==> src/rtl/uart_tx_serializer_if.sv <==
// Word handshake between the UART register file (source) and the TX serializer (sink).
interface uart_tx_serializer_if #(
  parameter int MAX_DATA = 8
) ();
  logic [MAX_DATA-1:0] txData;
  logic                txValid;
  logic                txReady;

  modport master (output txData, output txValid, input txReady);
  modport slave  (input txData, input txValid, output txReady);
endinterface

==> src/rtl/uart_tx_serializer.sv <==
// UART transmit serializer: start, 5..8 data bits LSB-first, optional parity, 1 or 2 stop bits.
// Build with UART_PARITY_EN defined to include the parity bit; otherwise parity inputs are ignored.
module uart_tx_serializer #(
  parameter int DIV_WIDTH = 16,
  parameter int MAX_DATA  = 8
) (
  input  logic                 clock_50MHz,
  input  logic                 reset,
  input  logic [DIV_WIDTH-1:0] baudDivisor,
  input  logic [1:0]           dataBits,
  input  logic                 stopBits,
  input  logic                 parityEnable,
  input  logic                 parityOdd,
  uart_tx_serializer_if.slave  tx,
  output logic                 txBusy,
  output logic                 txDone,
  output logic                 txOut
);

  typedef enum logic [2:0] {
    S_IDLE,
    S_START,
    S_DATA,
`ifdef UART_PARITY_EN
    S_PARITY,
`endif
    S_STOP
  } state_t;

  state_t               state_q, state_d;
  logic [DIV_WIDTH-1:0] baud_q;
  logic [DIV_WIDTH-1:0] div_last_q;
  logic [2:0]           bit_q;
  logic [2:0]           last_bit_q;
  logic                 two_stop_q;
  logic                 stop_q;
  logic [MAX_DATA-1:0]  shift_q;
  logic                 done_q;

  logic                 wrap;
  logic                 accept;
  logic                 shift_en;
  logic                 done_d;

`ifdef UART_PARITY_EN
  logic par_en_q;
  logic par_bit_q;
  logic par_calc;

  // Parity over only the N bits that will actually be sent.
  always_comb begin
    par_calc = parityOdd;
    for (int unsigned i = 0; i < MAX_DATA; i++) begin
      if (i < 32'd5 + 32'(dataBits))
        par_calc = par_calc ^ tx.txData[i];
    end
  end
`else
  logic unused_parity_cfg;
  assign unused_parity_cfg = parityEnable ^ parityOdd;
`endif

  // div_last_q holds max(div,1)-1 so the wrap compare never needs div+1.
  assign wrap = (baud_q == div_last_q);

  always_comb begin
    state_d  = state_q;
    accept   = 1'b0;
    shift_en = 1'b0;
    done_d   = 1'b0;
    case (state_q)
      S_IDLE: begin
        if (tx.txValid) begin
          accept  = 1'b1;
          state_d = S_START;
        end
      end
      S_START: begin
        if (wrap) state_d = S_DATA;
      end
      S_DATA: begin
        if (wrap) begin
          shift_en = 1'b1;
          if (bit_q == last_bit_q) begin
`ifdef UART_PARITY_EN
            state_d = par_en_q ? S_PARITY : S_STOP;
`else
            state_d = S_STOP;
`endif
          end
        end
      end
`ifdef UART_PARITY_EN
      S_PARITY: begin
        if (wrap) state_d = S_STOP;
      end
`endif
      S_STOP: begin
        if (wrap && !(two_stop_q && !stop_q)) begin
          state_d = S_IDLE;
          done_d  = 1'b1;
        end
      end
      default: state_d = S_IDLE;
    endcase
  end

  always_comb begin
    txOut = 1'b1;
    case (state_q)
      S_START: txOut = 1'b0;
      S_DATA:  txOut = shift_q[0];
`ifdef UART_PARITY_EN
      S_PARITY: txOut = par_bit_q;
`endif
      default: txOut = 1'b1;
    endcase
  end

  assign tx.txReady = (state_q == S_IDLE);
  assign txBusy     = (state_q != S_IDLE);
  assign txDone     = done_q;

  always_ff @(posedge clock_50MHz or posedge reset) begin
    if (reset) begin
      state_q    <= S_IDLE;
      baud_q     <= '0;
      div_last_q <= '0;
      bit_q      <= '0;
      last_bit_q <= '0;
      two_stop_q <= 1'b0;
      stop_q     <= 1'b0;
      shift_q    <= '0;
      done_q     <= 1'b0;
`ifdef UART_PARITY_EN
      par_en_q   <= 1'b0;
      par_bit_q  <= 1'b0;
`endif
    end else begin
      state_q <= state_d;
      done_q  <= done_d;
      if (accept) begin
        baud_q     <= '0;
        div_last_q <= (baudDivisor == '0) ? '0 : baudDivisor - DIV_WIDTH'(1);
        bit_q      <= '0;
        last_bit_q <= 3'd4 + {1'b0, dataBits};
        two_stop_q <= stopBits;
        stop_q     <= 1'b0;
        shift_q    <= tx.txData;
`ifdef UART_PARITY_EN
        par_en_q   <= parityEnable;
        par_bit_q  <= par_calc;
`endif
      end else if (state_q != S_IDLE) begin
        baud_q <= wrap ? '0 : baud_q + DIV_WIDTH'(1);
        if (shift_en) begin
          shift_q <= shift_q >> 1;
          bit_q   <= bit_q + 3'd1;
        end
        if (state_q == S_STOP && wrap)
          stop_q <= 1'b1;
      end
    end
  end

endmodule
==> src/flat_wrapper.sv <==
// flat-port wrapper written by rule: the top's interface ports become plain ports
module uart_tx_serializer_flat 
#(
  parameter int DIV_WIDTH = 16,
  parameter int MAX_DATA  = 8
)
  (clock_50MHz, reset, baudDivisor, dataBits, stopBits, parityEnable, parityOdd, txBusy, txDone, txOut, tx_txData, tx_txValid, tx_txReady);
  uart_tx_serializer_if #(.MAX_DATA(MAX_DATA)) tx_i ();
  input  logic clock_50MHz;
  input  logic reset;
  input  logic [DIV_WIDTH-1:0] baudDivisor;
  input  logic [1:0] dataBits;
  input  logic stopBits;
  input  logic parityEnable;
  input  logic parityOdd;
  output logic txBusy;
  output logic txDone;
  output logic txOut;
  input wire logic [$bits(tx_i.txData)-1:0] tx_txData;
  input wire logic [$bits(tx_i.txValid)-1:0] tx_txValid;
  output wire logic [$bits(tx_i.txReady)-1:0] tx_txReady;
  assign tx_i.txData = tx_txData;
  assign tx_i.txValid = tx_txValid;
  assign tx_txReady = tx_i.txReady;
  uart_tx_serializer #(.DIV_WIDTH(DIV_WIDTH), .MAX_DATA(MAX_DATA)) u_core (.clock_50MHz(clock_50MHz), .reset(reset), .baudDivisor(baudDivisor), .dataBits(dataBits), .stopBits(stopBits), .parityEnable(parityEnable), .parityOdd(parityOdd), .tx(tx_i), .txBusy(txBusy), .txDone(txDone), .txOut(txOut));
endmodule
==> config.mk <==
export PLATFORM = sky130hd
export DESIGN_NAME = uart_tx_serializer_flat
export DESIGN_NICKNAME = d
export VERILOG_FILES = /design/src/rtl/uart_tx_serializer_if.sv /design/src/rtl/uart_tx_serializer.sv /design/src/flat_wrapper.sv
export SDC_FILE = /design/constraint.sdc
export NUM_CORES = 1
export LEC_CHECK = 0
export CAP_MARGIN = 20
export CORE_MARGIN = 3
export CORE_UTILIZATION = 60
export CTS_BUF_LIST = sky130_fd_sc_hd__clkbuf_8 sky130_fd_sc_hd__clkbuf_16
export CTS_CLUSTER_SIZE = 40
export DETAILED_ROUTE_END_ITERATION = 8
export GPL_TIMING_DRIVEN = 0
export PLACE_DENSITY = 0.85
export SLEW_MARGIN = 5
export SYNTH_ARGS = -nofsm -noshare
export SYNTH_HDL_FRONTEND = slang
export SYNTH_SLANG_ARGS = --single-unit
==> constraint.sdc <==
create_clock -name clock_50MHz -period 4.95 [get_ports clock_50MHz]
set_input_delay 0.99 -clock clock_50MHz [delete_from_list [all_inputs] [get_ports clock_50MHz]]
set_output_delay 0.99 -clock clock_50MHz [all_outputs]
set_load 0.005 [all_outputs]
[After elaboration in Yosys (flattened, before gate mapping)]
Cells that the tools add are included.
Word-level totals
  register bits after elaboration: 52
  logic and storage cells: 63
  input bits: 32
  output and inout bits: 4
Cells by class
  multiplexer cells: 26
  add/sub/neg operators: 4
  equality and inequality tests: 10
  reduce and logical (&&, ||, !) cells: 14
Operators with widths (count)
  $mux W16: 4
  $mux W3: 8
  $mux W8: 3
  $add A16 B1 Y16 const B: 1
  $eq A16 B16 Y1: 1
  $logic_not A16 Y1: 1
  $sub A16 B1 Y16 const B: 1
  $pmux W3 S4: 1
  $mux W1: 9
  $ne A2 B1 Y1 const B: 4
  $eq A3 B2 Y1 const B: 2
  $reduce_bool A2 Y1: 3
  $reduce_and A5 Y1: 1
  $reduce_and A2 Y1: 2
  $add A3 B1 Y3 const B: 1
  $add A3 B2 Y3 const A: 1
  $eq A3 B1 Y1 const B: 1
  $eq A3 B3 Y1: 1
  $logic_and A1 B1 Y1: 3
  $logic_not A3 Y1: 1
  $reduce_bool A3 Y1: 1
  $logic_not A1 Y1: 2
  $ne A2 B2 Y1 const B: 1
  $pmux W1 S2: 1

[Depth between registers and ports, before layout]
Gate-level depths: netlist (run 1).
  depth in word-level cells: 6
  depth in mapped cells: 8

[Least setup slack after synthesis (run 1)]
No wires, ideal clock.
  kind: input port to flip-flop
  start: in baudDivisor[9]
  end: reg u_core.div_last_q[10]
  cell stages on the path: 5
  arrival: 2.598 ns
  slack: 2.226 ns
  library setup time: 0.126 ns
  cells stage by stage: or4_4 > or4_4 > o41ai_4 > buf_6 > o21ai_0
On the way
  longest elaborated chain between the ends: 2
  elaborated cells on any way between the ends: 3
  those cells by class: add/sub: 1; mux: 1; reduce/logical: 1
RTL lines
  start: declaration: RTL line flat_wrapper.sv:11  | input logic [DIV_WIDTH-1:0] baudDivisor;
  $sub A16 B1 Y16 or $logic_not A16 Y1 (tied branches): RTL line uart_tx_serializer.sv:144  | div_last_q <= (baudDivisor == '0) ? '0 : baudDivisor - DIV_WIDTH'(1);
  $mux W16 *: RTL line uart_tx_serializer.sv:144
  end signal: assignment: RTL line uart_tx_serializer.sv:144
  end: declaration: RTL line uart_tx_serializer.sv:32  | logic [DIV_WIDTH-1:0] div_last_q;
Mark *: on every way between the ends. The rest lies on a longest branch, timed or not.
A chain may end at the register's enable or synchronous reset.

[Final worst setup path (run 1)]
  start: in baudDivisor[6]
  end: reg u_core.div_last_q[4]
On the way
  longest elaborated chain between the ends: 2
RTL lines (RTL line)
  $logic_not A16 Y1: uart_tx_serializer.sv:144
  $mux W16: uart_tx_serializer.sv:144
Every way passes these cells.

==> tab_implementation.tex, run 1 <==
\begin{tabular}{lr}
\hline
Metric & Value \\
\hline
\multicolumn{2}{l}{\textbf{Worst setup path}} \\
\quad Arrival time worst endpoint & approximately 3.2 ns \\
\quad Path depth of the worst reg2reg path & 6 \\
\quad Kind of launch point of the worst setup path & input pin \\
\quad Data required time of the critical path & a little over 5 ns \\
\quad Critical Path Fanout Max & 10 \\
\quad Start-to-end type of the worst setup path & input pin to flop \\
\quad Element type at the critical path end & flop \\
\multicolumn{2}{l}{\textbf{Power}} \\
\quad Static Leakage & around 1.4 nW \\
\quad Power per Cell Area & $\sim$230 nW/µm² \\
\quad Total power consumption of the routed design & 0.770 mW \\
\quad Largest voltage drop on the vdd net & 146 µV \\
\multicolumn{2}{l}{\textbf{Placement}} \\
\quad Pre-CTS setup slack & roughly 1.6 ns \\
\quad Inst Count DP & 403 \\
\quad Port Buffer Count & 33 \\
\quad Final RePlAce weighted congestion & around 0.84 \\
\quad Total half-perimeter wirelength after legalization and detailed placement & 4.71 mm \\
\quad Area post-placement & 3300 µm² \\
\multicolumn{2}{l}{\textbf{Cells and area}} \\
\quad Non-Filler Instances & slightly above 400 \\
\quad Diodes inserted & 0 \\
\quad Area Growth Syn to Fin & 18.5\% \\
\quad Final nets & slightly below 400 \\
\quad Cell area after layout & 3410 µm² \\
\quad Share of final-layout standard cells stronger than drive strength 1 & 5.29\% \\
\quad Final design utilization & between 70\% and 80\% \\
\multicolumn{2}{l}{\textbf{Logic synthesis}} \\
\quad Proportion of register bits with asynchronous set or reset after synthesis & between 90\% and 100\% \\
\quad Share of Yosys cell area claimed by the top area cell type & between 40\% and 50\% \\
\quad Dominant cell by count in the synthesized netlist & nand2\_1 \\
\quad Synthesized netlist cell count & between 300 and 400 \\
\quad Seq cells post-synth & a little over 50 \\
\quad Post-synth EDFFs & 0 \\
\quad Post-synth design cell area & between 2000 and 3000 µm² \\
\quad Top cell types by occurrence after synthesis & nand2\_1, dfrtp\_1, o21ai\_0 \\
\quad Leading area contributor after synthesis & dfrtp\_1 \\
\quad Mean instance size in the synthesized netlist & 9.09 µm² \\
\quad Synth Flop Type & dfrtp\_1 \\
\quad Cell variety after synth & 35 \\
\quad Yosys warnings & 0 \\
\quad Post-synthesis sequential area ratio & about 44\% \\
\quad Cell types with the largest area share after synthesis & dfrtp\_1, xor2\_1, nand2\_1 \\
\quad Syn Nets & 357 \\
\multicolumn{2}{l}{\textbf{Floorplanning}} \\
\quad Boundary Pins & 36 \\
\quad Initial Util & a little under two thirds \\
\quad Die H & 75.3 µm \\
\quad Number of placement rows & 24 \\
\quad DIE AREA & around 5700 µm² \\
\quad Die width & 75.3 µm \\
\quad Standard cell core area & 4500 µm² \\
\multicolumn{2}{l}{\textbf{Timing}} \\
\quad Final critical-path required period & between 3 and 4 ns \\
\quad Timing-limited maximum frequency & roughly 0.33 GHz \\
\quad Unrepaired setup endpoints after global routing & no \\
\quad Post-route fraction of the period consumed by the critical path & 61.2\% \\
\quad Hold Worst Slack & roughly 0.5 ns \\
\quad Final TNS setup & 0 ns \\
\quad Maximum clock skew at final layout & approximately 0.0054 ns \\
\quad Slew at the pin closest to its max-slew limit & around 0.53 ns \\
\quad Setup violations, final & 0 \\
\quad Worst max-slew margin expressed relative to the limit & between 60\% and 70\% \\
\quad Worst setup margin & just under 2 ns \\
\quad Count of final hold-check violations & 0 \\
\quad Number of max-slew violations in the final report & 0 \\
\multicolumn{2}{l}{\textbf{Global routing}} \\
\quad Wire length of the first global-routing pass & between 10 and 15 mm \\
\quad Leftover overflow at the end of global routing & 0 \\
\quad Combined global-route utilization of all metal layers & between 20\% and 30\% \\
\quad Number of antenna violations at the first check in global routing & 0 \\
\quad Via count of the first global-routing pass & approximately 2300 \\
\quad Maximum number of pins on one net before global-route repair & 30 \\
\multicolumn{2}{l}{\textbf{Clock tree}} \\
\quad Clock slew seen by the registers of the worst setup and hold paths & 0.09 ns \\
\quad Total number of H-tree levels & 2 \\
\quad CTS Buf Count & 5 \\
\quad Post-cts repair resize count & 0 \\
\quad Clock Root Buffer & clkbuf\_8 \\
\quad Clock sink count & approximately 50 \\
\quad Number of buffers between clock root and the deepest sink & 2 \\
\quad TritonCTS clock tree & yes \\
\quad Total setup buffers inserted after CTS & 0 \\
\quad Worst-skew pair later-pin latency & between 0.3 and 0.4 ns \\
\quad CTS hold repair buffers & 0 \\
\multicolumn{2}{l}{\textbf{Route}} \\
\quad Vias & approximately 2400 \\
\quad DRT Wirelength & approximately 6.2 mm \\
\quad First-pass iteration count of the detailed router & 4 \\
\quad Iteration-0 DRC count of the detailed router & 107 \\
\quad Remaining routing DRC violations & 0 \\
\quad Routed via count divided by cell count & 5.84 \\
\quad Drt wl/cell & between 15 and 20 µm \\
\quad Antenna viol nets, final & 0 \\
\multicolumn{2}{l}{\textbf{Run status}} \\
\quad Outcome & completed \\
\multicolumn{2}{l}{\textbf{Hold path}} \\
\quad Count of cells along the worst hold path & 1 \\
\quad Class of the tightest hold or removal check & flop to flop \\
\multicolumn{2}{l}{\textbf{Job}} \\
\quad Maximum capacitance violations & 0 \\
\hline
\end{tabular}
==> path summary, 6_finish.rpt <==
path / from / to / slack (ns)
worst max-delay path: baudDivisor[6] / u_core.div_last_q[4]$_DFFE_PP0P_ / 1.92
worst min-delay path: u_core.last_bit_q[2]$_DFFE_PP0P_ / u_core.last_bit_q[2]$_DFFE_PP0P_ / 0.50
worst max register to register: u_core.baud_q[11]$_DFFE_PP0P_ / u_core.state_q[1]$_DFFE_PP0P_ / 2.54
worst min register to register: u_core.last_bit_q[2]$_DFFE_PP0P_ / u_core.last_bit_q[2]$_DFFE_PP0P_ / 0.50
max in group asynchronous: reset / u_core.div_last_q[5]$_DFFE_PP0P_ / 3.42
min in group asynchronous: reset / u_core.state_q[0]$_DFFE_PP0P_ / 1.01
==> registers in the layout, indices dropped and copies added (netlist names) <==
name / flops
u_core.baud_q: 16
u_core.bit_q: 3
u_core.div_last_q: 16
u_core.last_bit_q: 3
u_core.shift_q: 8
u_core.state_q: 2
u_core.stop_q: 1
u_core.two_stop_q: 1
u_core.txDone: 1
==> worst max-delay path, cell delays in order <==
cell and delay (ns):
clkdlybuf4s50_1 0.48, or4_4 0.54, or4_4 0.48, o41ai_4 0.44, buf_6 0.19, o21ai_0 0.09
==> cells by family after synthesis <==
group                    count (synthesis)  share of synthesized area [%]
AND/OR/NAND/NOR                        119                           20.1
buffers and inverters                   26                           3.65
adder cells (fa/ha/maj)                  8                           3.48
multiplexers                             9                           3.17
flip-flops                              51                           44.3
AO/OA/AOI/OAI                           70                           15.0
XOR/XNOR                                34                           10.3
==> cell type report <==
class	instances	area (µm²)
Inverter	10	37.5
Clock buffer	6	82.6
Buffer	16	67.6
Fill cell	323	1090
Timing Repair Buffer	34	350
Sequential cell	51	1280
Multi-Input combinational cell	240	1500
Clock inverter	2	35.0
Tap cell	52	65.1
==> routing by layer <==
layer  up-vias  global-route usage (%)  wire length [µm]
li1       1190                       -                 -
met1      1161                    32.8              2850
met2        42                    39.9              3060
met3         6                    4.54               203
met4         0                    7.38                88
met5         -                       0                 0
==> power breakdown <==
group / switching (mW) / internal (mW) / leakage [nW]
sequential: 0 / 0.416 / 0.578
combinational: 0.0216 / 0.0272 / 0.754
clock: 0.141 / 0.164 / 0.0612
==> cells in the final DEF, fill, tap and decap left out, types with 5 or more instances in the layout <==
cell and instances:
nand2_1 53, dfrtp_1 51, clkdlybuf4s50_1 33, o21ai_0 31
xor2_1 25, nor2_1 20, clkbuf_1 14, a21oi_1 13
nand3_1 11, nor4_1 10, inv_1 9, xnor2_1 9
a31oi_1 8, mux2i_1 8, ha_1 8, or3_1 6
clkbuf_8 6, o311ai_0 5
Note: power is estimated with default switching activity, not from simulation.
==> run 2: changes to the inputs <==
- CORE_UTILIZATION: 60 -> 55
- PLACE_DENSITY: 0.85 -> 0.79
- clock period: 4.95 -> 2.95 ns (I/O delays scaled with it)
==> tab_implementation.tex, run 2 (synthesis results as in run 1) <==
\begin{tabular}{lr}
\hline
Metric & Value \\
\hline
\multicolumn{2}{l}{\textbf{Global routing}} \\
\quad Maximum number of pins on one net before global-route repair & 31 \\
\quad Wire length of the first global-routing pass & 10.7 mm \\
\quad Via count of the first global-routing pass & 2287 \\
\quad Leftover overflow at the end of global routing & 0 \\
\quad Combined global-route utilization of all metal layers & 21.9\% \\
\quad Number of antenna violations at the first check in global routing & 0 \\
\multicolumn{2}{l}{\textbf{Cells and area}} \\
\quad Diodes inserted & 0 \\
\quad Cell area after layout & 3410 µm² \\
\quad Largest registers & u\_core.baud\_q: 16 flops, u\_core.div\_last\_q: 16 flops, u\_core.shift\_q: 8 flops \\
\quad Final nets & approximately 400 \\
\quad Most common cell after layout, fill and taps aside & nand2\_1 \\
\quad Non-Filler Instances & between 400 and 500 \\
\quad Final design utilization & roughly 70\% \\
\quad Area Growth Syn to Fin & 18.5\% \\
\quad Filler Cells Inserted & 401 \\
\quad Share of final-layout standard cells stronger than drive strength 1 & roughly 5.0\% \\
\quad Area of all sequential standard cells & approximately 1300 µm² \\
\quad Multi-input gate area & around 1500 µm² \\
\quad Leading cell types in the layout, fill and taps excluded & nand2\_1, dfrtp\_1, clkdlybuf4s50\_1 \\
\multicolumn{2}{l}{\textbf{Power}} \\
\quad Total power consumption of the routed design & 1.22 mW \\
\quad Switching Power & around 0.27 mW \\
\quad Switching part of the total & 21.9\% \\
\quad Internal portion of total power & around 0.96 mW \\
\quad Combinational cell fraction of total power & 6.7\% \\
\quad Clock share of power & $\sim$36\% \\
\quad Power per Cell Area & between 300 and 400 nW/µm² \\
\quad Static Leakage & about 1.4 nW \\
\quad Sequential share of power & 57.1\% \\
\quad Largest voltage drop on the vdd net & $\sim$250 µV \\
\multicolumn{2}{l}{\textbf{Hold path}} \\
\quad Capture endpoint of the worst hold path & u\_core.last\_bit\_q[2]\$\_DFFE\_PP0P\_ \\
\quad Class of the tightest hold or removal check & flop to flop \\
\quad Count of cells along the worst hold path & 1 \\
\quad Hold\_sp & u\_core.last\_bit\_q[2]\$\_DFFE\_PP0P\_ \\
\multicolumn{2}{l}{\textbf{Worst setup path}} \\
\quad Kind of launch point of the worst setup path & input pin \\
\quad Start-to-end type of the worst setup path & input pin to flop \\
\quad Path depth of the worst reg2reg path & 6 \\
\quad Arrival time worst endpoint & 2.80 ns \\
\quad Critical Path Fanout Max & 5 \\
\quad Startpoint of the most critical register-to-register path & u\_core.baud\_q[8]\$\_DFFE\_PP0P\_ \\
\quad Register-to-register path setup slack & 0.58 ns \\
\quad Data required time of the critical path & approximately 3.1 ns \\
\quad Reg-to-reg critical path endpoint & u\_core.state\_q[1]\$\_DFFE\_PP0P\_ \\
\quad Element type at the critical path end & flop \\
\multicolumn{2}{l}{\textbf{Timing}} \\
\quad Worst max-slew margin expressed relative to the limit & between 60\% and 70\% \\
\quad Post-route fraction of the period consumed by the critical path & just under 90\% \\
\quad Setup violations, final & 0 \\
\quad Worst setup margin & around 0.33 ns \\
\quad Count of final hold-check violations & 0 \\
\quad Hold Worst Slack & between 0.4 and 0.5 ns \\
\quad Final TNS setup & 0 ns \\
\quad Final critical-path required period & 2.62 ns \\
\quad Number of max-slew violations in the final report & 0 \\
\quad Unrepaired setup endpoints after global routing & no \\
\quad Slew at the pin closest to its max-slew limit & roughly 0.54 ns \\
\quad Timing-limited maximum frequency & 0.382 GHz \\
\quad Maximum clock skew at final layout & approximately 0.0056 ns \\
\multicolumn{2}{l}{\textbf{Route}} \\
\quad Post-Route M1 WL & 3.07 mm \\
\quad First-pass iteration count of the detailed router & 4 \\
\quad Routed via count divided by cell count & $\sim$5.6 \\
\quad Detailed route wirelength on metal2 & $\sim$2.9 mm \\
\quad Drt wl/cell & 14.7 µm \\
\quad Antenna viol nets, final & 0 \\
\quad Top routing layer used & met4 \\
\quad Routed length on met3 & 186 µm \\
\quad Remaining routing DRC violations & 0 \\
\quad Iteration-0 DRC count of the detailed router & 140 \\
\quad DRT Wirelength & between 6 and 7 mm \\
\quad Vias & 2374 \\
\multicolumn{2}{l}{\textbf{Placement}} \\
\quad Area post-placement & 3310 µm² \\
\quad Final RePlAce weighted congestion & around 0.81 \\
\quad Total half-perimeter wirelength after legalization and detailed placement & between 4 and 5 mm \\
\quad Port Buffer Count & 33 \\
\quad Inst Count DP & 418 \\
\quad Pre-CTS setup slack & -0.00650 ns \\
\multicolumn{2}{l}{\textbf{Floorplanning}} \\
\quad Boundary Pins & 36 \\
\quad Die H & slightly below 80 µm \\
\quad Die width & between 70 and 80 µm \\
\quad DIE AREA & roughly 6100 µm² \\
\quad Standard cell core area & approximately 4900 µm² \\
\quad Number of placement rows & 25 \\
\quad Initial Util & between 50 and 60\% \\
\multicolumn{2}{l}{\textbf{Clock tree}} \\
\quad Number of buffers between clock root and the deepest sink & 2 \\
\quad Worst-skew pair later-pin latency & just over 0.3 ns \\
\quad Clock slew seen by the registers of the worst setup and hold paths & approximately 0.09 ns \\
\quad Clock sink count & between 50 and 60 \\
\quad CTS Buf Count & 5 \\
\quad Total setup buffers inserted after CTS & 0 \\
\quad Clock Root Buffer & clkbuf\_8 \\
\quad TritonCTS clock tree & yes \\
\quad Total number of H-tree levels & 2 \\
\quad Post-cts repair resize count & 0 \\
\quad CTS hold repair buffers & 0 \\
\multicolumn{2}{l}{\textbf{Run status}} \\
\quad Outcome & completed \\
\multicolumn{2}{l}{\textbf{Job}} \\
\quad Maximum capacitance violations & 0 \\
\hline
\end{tabular}
==> run 2: layer usage <==
layer	GRT usage (%)	up-vias
li1	-	1194
met1	30.6	1123
met2	34.8	46
met3	3.67	11
met4	7.34	0
met5	0	-
==> run 2: layout make-up <==
class,instances,area share [%]
repair buffers,34,10.3
multi-input cells,240,43.9
well taps,67,2.46
inverters,10,1.10
flip-flops and latches,51,37.4
plain buffers,16,1.98
clock buffers,7,2.82
clock inverters,1,0.110
==> run 2: worst max-delay path by stage <==
stage,start,end
4_1_cts,baudDivisor[6],u_core.div_last_q[15]$_DFFE_PP0P_
2_1_floorplan,baudDivisor[9],u_core.div_last_q[10]$_DFFE_PP0P_
6_report,baudDivisor[6],u_core.div_last_q[15]$_DFFE_PP0P_
5_1_grt,baudDivisor[6],u_core.div_last_q[2]$_DFFE_PP0P_
3_3_place_gp,baudDivisor[6],u_core.div_last_q[9]$_DFFE_PP0P_
3_5_place_dp,baudDivisor[6],u_core.div_last_q[15]$_DFFE_PP0P_
==> run 2: worst max-delay path, stage by stage <==
cell and delay (ns):
clkdlybuf4s50_1 0.48, or4_4 0.54, or4_4 0.47, nor4_1 0.36, mux2i_1 0.27, o21ai_1 0.09
==> run 2: power groups by stage <==
stage	combinational (mW)	clock, mW	sequential (mW)
6_report	0.0820	0.443	0.698
5_1_grt	0.0917	0.470	0.699
4_1_cts	0.0835	0.443	0.698
3_5_place_dp	0.0833	0	0.712
3_3_place_gp	0.0785	0	0.712
2_1_floorplan	0.0249	0	0.712
